**src/rtl/sort_xform_pkg.sv**
```systemverilog
// sort_xform_pkg: shared state encoding, option bit positions and element sizing for the sort/transform engine.
package sort_xform_pkg;
    typedef enum logic [2:0] {IDLE, SORT, XFORM, CALC, OUT} state_e;
    localparam int OPT_SIGNED   = 0;
    localparam int OPT_DESC     = 1;
    localparam int OPT_AVG      = 2;
    localparam int EQU_WEIGHTED = 0;
    // Two guard bits keep offset differences and sign extension inside one signed element.
    function automatic int elem_w(input int w);
        return w + 2;
    endfunction
endpackage

```
**src/rtl/cmp_swap_cell.sv**
```systemverilog
// cmp_swap_cell: one compare-exchange stage of the odd-even transposition network.
module cmp_swap_cell #(
    parameter int E = 6
) (
    input  logic signed [E-1:0] a_i,
    input  logic signed [E-1:0] b_i,
    input  logic                desc_i,
    input  logic                en_i,
    output logic signed [E-1:0] lo_o,
    output logic signed [E-1:0] hi_o
);
    logic swap;
    assign swap = en_i && (desc_i ? a_i < b_i : a_i > b_i);
    assign lo_o = swap ? b_i : a_i;
    assign hi_o = swap ? a_i : b_i;
endmodule

```
**src/rtl/sort_xform_engine.sv**
```systemverilog
// sort_xform_engine: iterative sort, offset/average transform and closing equation over N operands.
module sort_xform_engine
    import sort_xform_pkg::*;
#(
    parameter int N  = 6,
    parameter int W  = 4,
    parameter int OW = 10
) (
    input  logic            clk,
    input  logic            rst,
    input  logic            in_valid,
    output logic            in_ready,
    input  logic [N*W-1:0]  in_data,
    input  logic [2:0]      opt,
    input  logic [1:0]      equ,
    output logic            out_valid,
    input  logic            out_ready,
    output logic [OW-1:0]   out_n
);
    localparam int E  = elem_w(W);
    localparam int CW = 2 * E + 4;
    localparam logic signed [CW-1:0] THREE = CW'(3);
    localparam logic [4:0] LAST = 5'(N - 1);

    state_e state_q, state_d;
    logic [4:0] cnt_q, cnt_d;
    logic [2:0] opt_q, opt_d;
    logic [1:0] equ_q, equ_d;
    logic [OW-1:0] out_q, out_d;
    logic signed [E-1:0] a_q [N];
    logic signed [E-1:0] a_d [N];
    logic signed [E-1:0] lo_w [N-1];
    logic signed [E-1:0] hi_w [N-1];
    logic signed [CW-1:0] am3, am2, am1, a1, a0, weighted_w, diff_w, r_w, avg;

    assign in_ready  = state_q == IDLE;
    assign out_valid = state_q == OUT;
    assign out_n     = out_q;

    for (genvar j = 0; j < N - 1; j++) begin : g_cell
        cmp_swap_cell #(.E(E)) u_cell (
            .a_i    (a_q[j]),
            .b_i    (a_q[j+1]),
            .desc_i (opt_q[OPT_DESC]),
            .en_i   (cnt_q[0] == 1'(j % 2)),
            .lo_o   (lo_w[j]),
            .hi_o   (hi_w[j])
        );
    end

    assign am3        = CW'(a_q[N-3]);
    assign am2        = CW'(a_q[N-2]);
    assign am1        = CW'(a_q[N-1]);
    assign a1         = CW'(a_q[1]);
    assign a0         = CW'(a_q[0]);
    assign weighted_w = ((am3 + (am2 <<< 2)) * am1) / THREE;
    assign diff_w     = am1 * a1 - am1 * a0;
    assign r_w        = equ_q == 2'(EQU_WEIGHTED) ? weighted_w : (diff_w[CW-1] ? -diff_w : diff_w);

    always_comb begin
        state_d = state_q;
        cnt_d   = cnt_q;
        opt_d   = opt_q;
        equ_d   = equ_q;
        out_d   = out_q;
        a_d     = a_q;
        avg     = '0;
        case (state_q)
            IDLE: if (in_valid) begin
                opt_d = opt;
                equ_d = equ;
                for (int i = 0; i < N; i++)
                    a_d[i] = opt[OPT_SIGNED] ? {{(E-W){in_data[i*W+W-1]}}, in_data[i*W +: W]}
                                             : {{(E-W){1'b0}}, in_data[i*W +: W]};
                cnt_d   = '0;
                state_d = SORT;
            end
            SORT: begin
                for (int j = 0; j < N - 1; j++)
                    if (cnt_q[0] == 1'(j % 2)) begin
                        a_d[j]   = lo_w[j];
                        a_d[j+1] = hi_w[j];
                    end
                cnt_d = cnt_q + 5'd1;
                if (cnt_q == LAST) begin
                    cnt_d   = 5'd1;
                    state_d = XFORM;
                end
            end
            XFORM: if (opt_q[OPT_AVG]) begin
                // One element per cycle so each step sees its already-averaged predecessor.
                for (int i = 1; i < N; i++)
                    if (cnt_q == 5'(i)) begin
                        avg    = (CW'(a_q[i-1]) + CW'(a_q[i-1]) + CW'(a_q[i])) / THREE;
                        a_d[i] = avg[E-1:0];
                    end
                cnt_d = cnt_q + 5'd1;
                if (cnt_q == LAST) state_d = CALC;
            end else begin
                for (int i = 0; i < N; i++) a_d[i] = a_q[i] - a_q[0];
                state_d = CALC;
            end
            CALC: begin
                out_d   = r_w[OW-1:0];
                state_d = OUT;
            end
            OUT: if (out_ready) state_d = IDLE;
            default: state_d = IDLE;
        endcase
    end

    always_ff @(posedge clk) begin
        if (rst) begin
            state_q <= IDLE;
            cnt_q   <= '0;
            opt_q   <= '0;
            equ_q   <= '0;
            out_q   <= '0;
            for (int i = 0; i < N; i++) a_q[i] <= '0;
        end else begin
            state_q <= state_d;
            cnt_q   <= cnt_d;
            opt_q   <= opt_d;
            equ_q   <= equ_d;
            out_q   <= out_d;
            for (int i = 0; i < N; i++) a_q[i] <= a_d[i];
        end
    end
endmodule

```
**config.mk**
```make
export PLATFORM = sky130hd
export DESIGN_NAME = sort_xform_engine
export DESIGN_NICKNAME = d
export VERILOG_FILES = /design/src/rtl/sort_xform_pkg.sv /design/src/rtl/cmp_swap_cell.sv /design/src/rtl/sort_xform_engine.sv
export SDC_FILE = /design/constraint.sdc
export NUM_CORES = 1
export LEC_CHECK = 0
export ABC_CLOCK_PERIOD_IN_PS = 23500
export CORE_MARGIN = 1.5
export CORE_UTILIZATION = 60
export CTS_BUF_LIST = sky130_fd_sc_hd__clkbuf_8
export DETAILED_ROUTE_END_ITERATION = 12
export GPL_ROUTABILITY_DRIVEN = 0
export PLACE_DENSITY = 0.83
export SETUP_SLACK_MARGIN = 0.05
export SYNTH_ARGS = -nofsm -noshare
export SYNTH_HDL_FRONTEND = slang
export SYNTH_HIERARCHICAL = 1
export SYNTH_SLANG_ARGS = --single-unit
```
**constraint.sdc**
```tcl
create_clock -name clk -period 23.5 [get_ports clk]
set_clock_uncertainty 0.05 [all_clocks]
set_input_delay 5.875 -clock clk [delete_from_list [all_inputs] [get_ports clk]]
set_output_delay 5.875 -clock clk [all_outputs]
set_load 0.02 [all_outputs]
```
==> run metrics <==
via count of the first global-routing pass 16.3k; clock tree root driver cell sky130_fd_sc_hd__clkbuf_8; share of synthesized registers carrying an async set or reset 0%; overall die area 0.0303 mm²; Die W 174 µm; Cell Area, Synth 0.0176 mm²; met2 usage 51.9%; Final Slew Violations 0; run status finished, final reports clean; share of synthesized area occupied by flip-flops and latches 6.61%; share of final-layout standard cells stronger than drive strength 1 8.24%; antenna diode instance count 0; final routed DRC violation total 0; Total Negative Setup Slacks 0 ps; Post-Syn Nets 2,563; crit path launch type flip-flop; count of buffers added by post-CTS timing repair for setup 0; clock tree from TritonCTS yes; PortBufs 44; met3 usage 4.92%; worst reg-to-reg setup slack 10,000 ps; final antenna-violating net count 0; cell seen most often among critical-path stages sky130_fd_sc_hd__ha_1; post-CTS sizing 0; clock-pin slew on the worst setup and hold paths 80 ps; RSZ-0062 raised after global routing no; clock buffer depth 2; beginning of the worst hold path out_n[7]; top fanout value on the critical path 17; depth of the worst register-to-register path 42; final wirelength 48.6 mm; die height 174 µm; # fillers 2,362; DR iter-0 viols 1,417; Finish-stage setup viols 0; half-perimeter wire length after detailed placement 36.5 mm; met1 Track Usage GR 42.0%; reg-to-reg startpoint a_q[6]; crit path DAT 13,770 ps; largest stage delay on the critical path 790 ps; slowest stage cell, crit path sky130_fd_sc_hd__nor2_1; row cnt 62; clock network latency to the later pin of the worst-skew pair 380 ps; average instance area after synthesis 7.92 µm²; endpoint with the worst hold slack out_n[7]; GR Overflow Total 0; depth of the CTS H-tree 3; Worst setup EP type flip-flop; worst setup path category reg -> reg; Avg WL per Cell 18.7 µm; highest clock frequency the design can meet 74.1 MHz; maximum number of pins on one net before global-route repair 57; required time of the critical path 23,770 ps; number of buffers created by CTS 9; Relative slew margins 19.6%; Yosys warning total 6; post-synthesis cell count 2,218; final period utilization 57.4%; CTS hold repair buffers 0; drt pass-1 iters 6; transition time at the pin with the least slew margin 1200 ps; routing layer with the top usage in global route met2; synth unique cells 94; number of antenna violations at the first check in global routing 0; register bit count reported by yosys 58; hold violation count in the final report 0; total number of nets in the final design 2,560; Setup crit start a_q[6]; clock sink count 58; wire length of the first global-routing pass 80.1 mm; drt via density 6.52; kind of path behind the tightest hold check reg -> reg; r2r endpoint out_n[9]; Core Footprint 0.0288 mm²; Maximum Capacitance Violations 0; commonest register cell after synthesis sky130_fd_sc_hd__dfxtp_1; global-route usage over all layers 31.9%; Layout Area Growth over Synthesis 5.55%; number of buffer and inverter instances along the worst setup path 1; I/O pins 45; Hold Path Stages 2; clock period minus final worst setup slack 13,500 ps; routed via count 17.0k; initial core utilization 61.1%; Crit path max-delay family compound AO/OA/AOI/OAI gates; number of enable-type register cells in the synthesized netlist 0
-- how the worst max path moves through the flow --
stage / end / depth (start not counted) / slack (ps)
after floorplan: out_n[7] / 44 / 12580
after global placement: out_n[7] / 42 / 10920
after detailed placement: out_n[9] / 43 / 10330
after CTS: out_n[9] / 43 / 10290
after global routing: out_n[9] / 43 / 9220
final: out_n[9] / 42 / 10000
-- worst register-to-register path: cells and delay by family, from the launching register on --
family          cells  cell delay, ps
mux                 1             260
flops               1             490
simple gates       12            3130
buf+inv             1              40
compound gates     17            5760
fa+ha+maj           9            3370
xor+xnor            2             360
-- layout by cell type (no fill, tap or decap), drive strengths merged, types with 11 or more instances in the layout --
cell type and n:
nor3b 13, o21a 11, and2 74, inv 196, mux2 76, a21oi 146
nand2 177, xnor2 113, o31ai 17, nor2 207, o21bai 20, xor2 67
a311oi 13, a21o 41, a221oi 21, o22ai 16, ha 197, o211ai 26
nand2b 18, nand3 51, o21ai 92, o2111ai 11, mux2i 52, or3 12
a211oi 35, a31oi 24, nor2b 19, nor4 11, clkdlybuf4s50 43, buf 30
fa 115, dfxtp 58, nand4 13, nor3 60
-- cell usage after synthesis, types with 8 or more instances --
cell type                     n  area share [%]
sky130_fd_sc_hd__mux2_4      56             4.8
sky130_fd_sc_hd__nor2b_1     19            0.68
sky130_fd_sc_hd__nor4_1       9            0.32
sky130_fd_sc_hd__mux2_2      20             1.3
sky130_fd_sc_hd__nand2b_1    18            0.64
sky130_fd_sc_hd__inv_1      195             4.2
sky130_fd_sc_hd__a211oi_1    32             1.4
sky130_fd_sc_hd__and2_1      74             2.6
sky130_fd_sc_hd__a21o_1      41             1.8
sky130_fd_sc_hd__a31oi_1     24            0.85
sky130_fd_sc_hd__or3_1       12            0.43
sky130_fd_sc_hd__mux2i_1     52             3.0
sky130_fd_sc_hd__a32oi_1      9            0.45
sky130_fd_sc_hd__nand3_1     51             1.5
sky130_fd_sc_hd__o31ai_1     17            0.73
sky130_fd_sc_hd__ha_1       197              14
sky130_fd_sc_hd__a22oi_1      9            0.38
sky130_fd_sc_hd__nand2_1    177             3.8
sky130_fd_sc_hd__nor3b_1      8            0.34
sky130_fd_sc_hd__xnor2_1    110             5.5
sky130_fd_sc_hd__clkbuf_1    67             1.4
sky130_fd_sc_hd__o21bai_1    20            0.85
sky130_fd_sc_hd__a21oi_1    144             4.1
sky130_fd_sc_hd__dfxtp_1     58             6.6
sky130_fd_sc_hd__or2_2        8            0.28
sky130_fd_sc_hd__o21ai_0     83             2.4
sky130_fd_sc_hd__nand4_1     13            0.46
sky130_fd_sc_hd__nor2_1     207             4.4
sky130_fd_sc_hd__buf_2        8            0.23
sky130_fd_sc_hd__o2111ai_1   11            0.55
sky130_fd_sc_hd__o22ai_1     11            0.39
sky130_fd_sc_hd__xor2_1      65             3.2
sky130_fd_sc_hd__o211ai_1    24             1.0
sky130_fd_sc_hd__fa_1       115              13
sky130_fd_sc_hd__a311oi_1    13            0.65
sky130_fd_sc_hd__a221oi_1    20             1.0
sky130_fd_sc_hd__nor3_1      57             1.6
-- registers in the layout, indices dropped and copies added, names as in the netlist --
signal and count:
a0 6, a1 6, a_q 24, cnt_q 5, equ_q 2, opt_q 2, out_n 10, state_q 3
-- metal layers --
metal | vias to the layer above | routed length [µm]
met5 | - | 0
met4 | 0 | 1830
met3 | 162 | 4210
met2 | 779 | 22100
met1 | 8147 | 20500
li1 | 7889 | -
-- final cells by class --
cell class | instances | area, µm² | share of cell area, %
Clock buffer | 9 | 124 | 0.668
Sequential cell | 58 | 1160 | 6.27
Clock inverter | 7 | 125 | 0.674
Multi-Input combinational cell | 1878 | 15300 | 82.3
Tap cell | 384 | 480 | 2.59
Inverter | 195 | 732 | 3.95
Timing Repair Buffer | 73 | 653 | 3.52
-- cells by family (layout without fill, tap and decap cells) --
group / count (synthesis) / count (layout) / synth area share, %
mux: 128 / 128 / 9.03
compound gates: 555 / 555 / 21.9
fa+ha+maj: 313 / 313 / 27.2
flops: 58 / 58 / 6.61
simple gates: 701 / 701 / 19.5
buf+inv: 282 / 284 / 6.54
xor+xnor: 181 / 181 / 9.31
-- stage by stage --
| stage | util (%) | instance area (µm²) | hold WS, ps | setup WS (ps) | instances |
|---|---|---|---|---|---|
| finish | 64.5 | 18600 | 443 | 10000 | 2604 |
| global route | 64.5 | 18600 | 461 | 9220 | 2604 |
| CTS | 64.5 | 18600 | 441 | 10290 | 2604 |
| detailed placement | 63.6 | 18300 | 431 | 10330 | 2588 |
| global placement | 63.6 | 18300 | 413 | 10920 | 2588 |
| floorplan | - | 17600 | 426 | 12580 | 2218 |
Power is left out: the tool's default activity adds up to more than one toggle a clock period on the data nets, which glitch-free logic cannot reach.
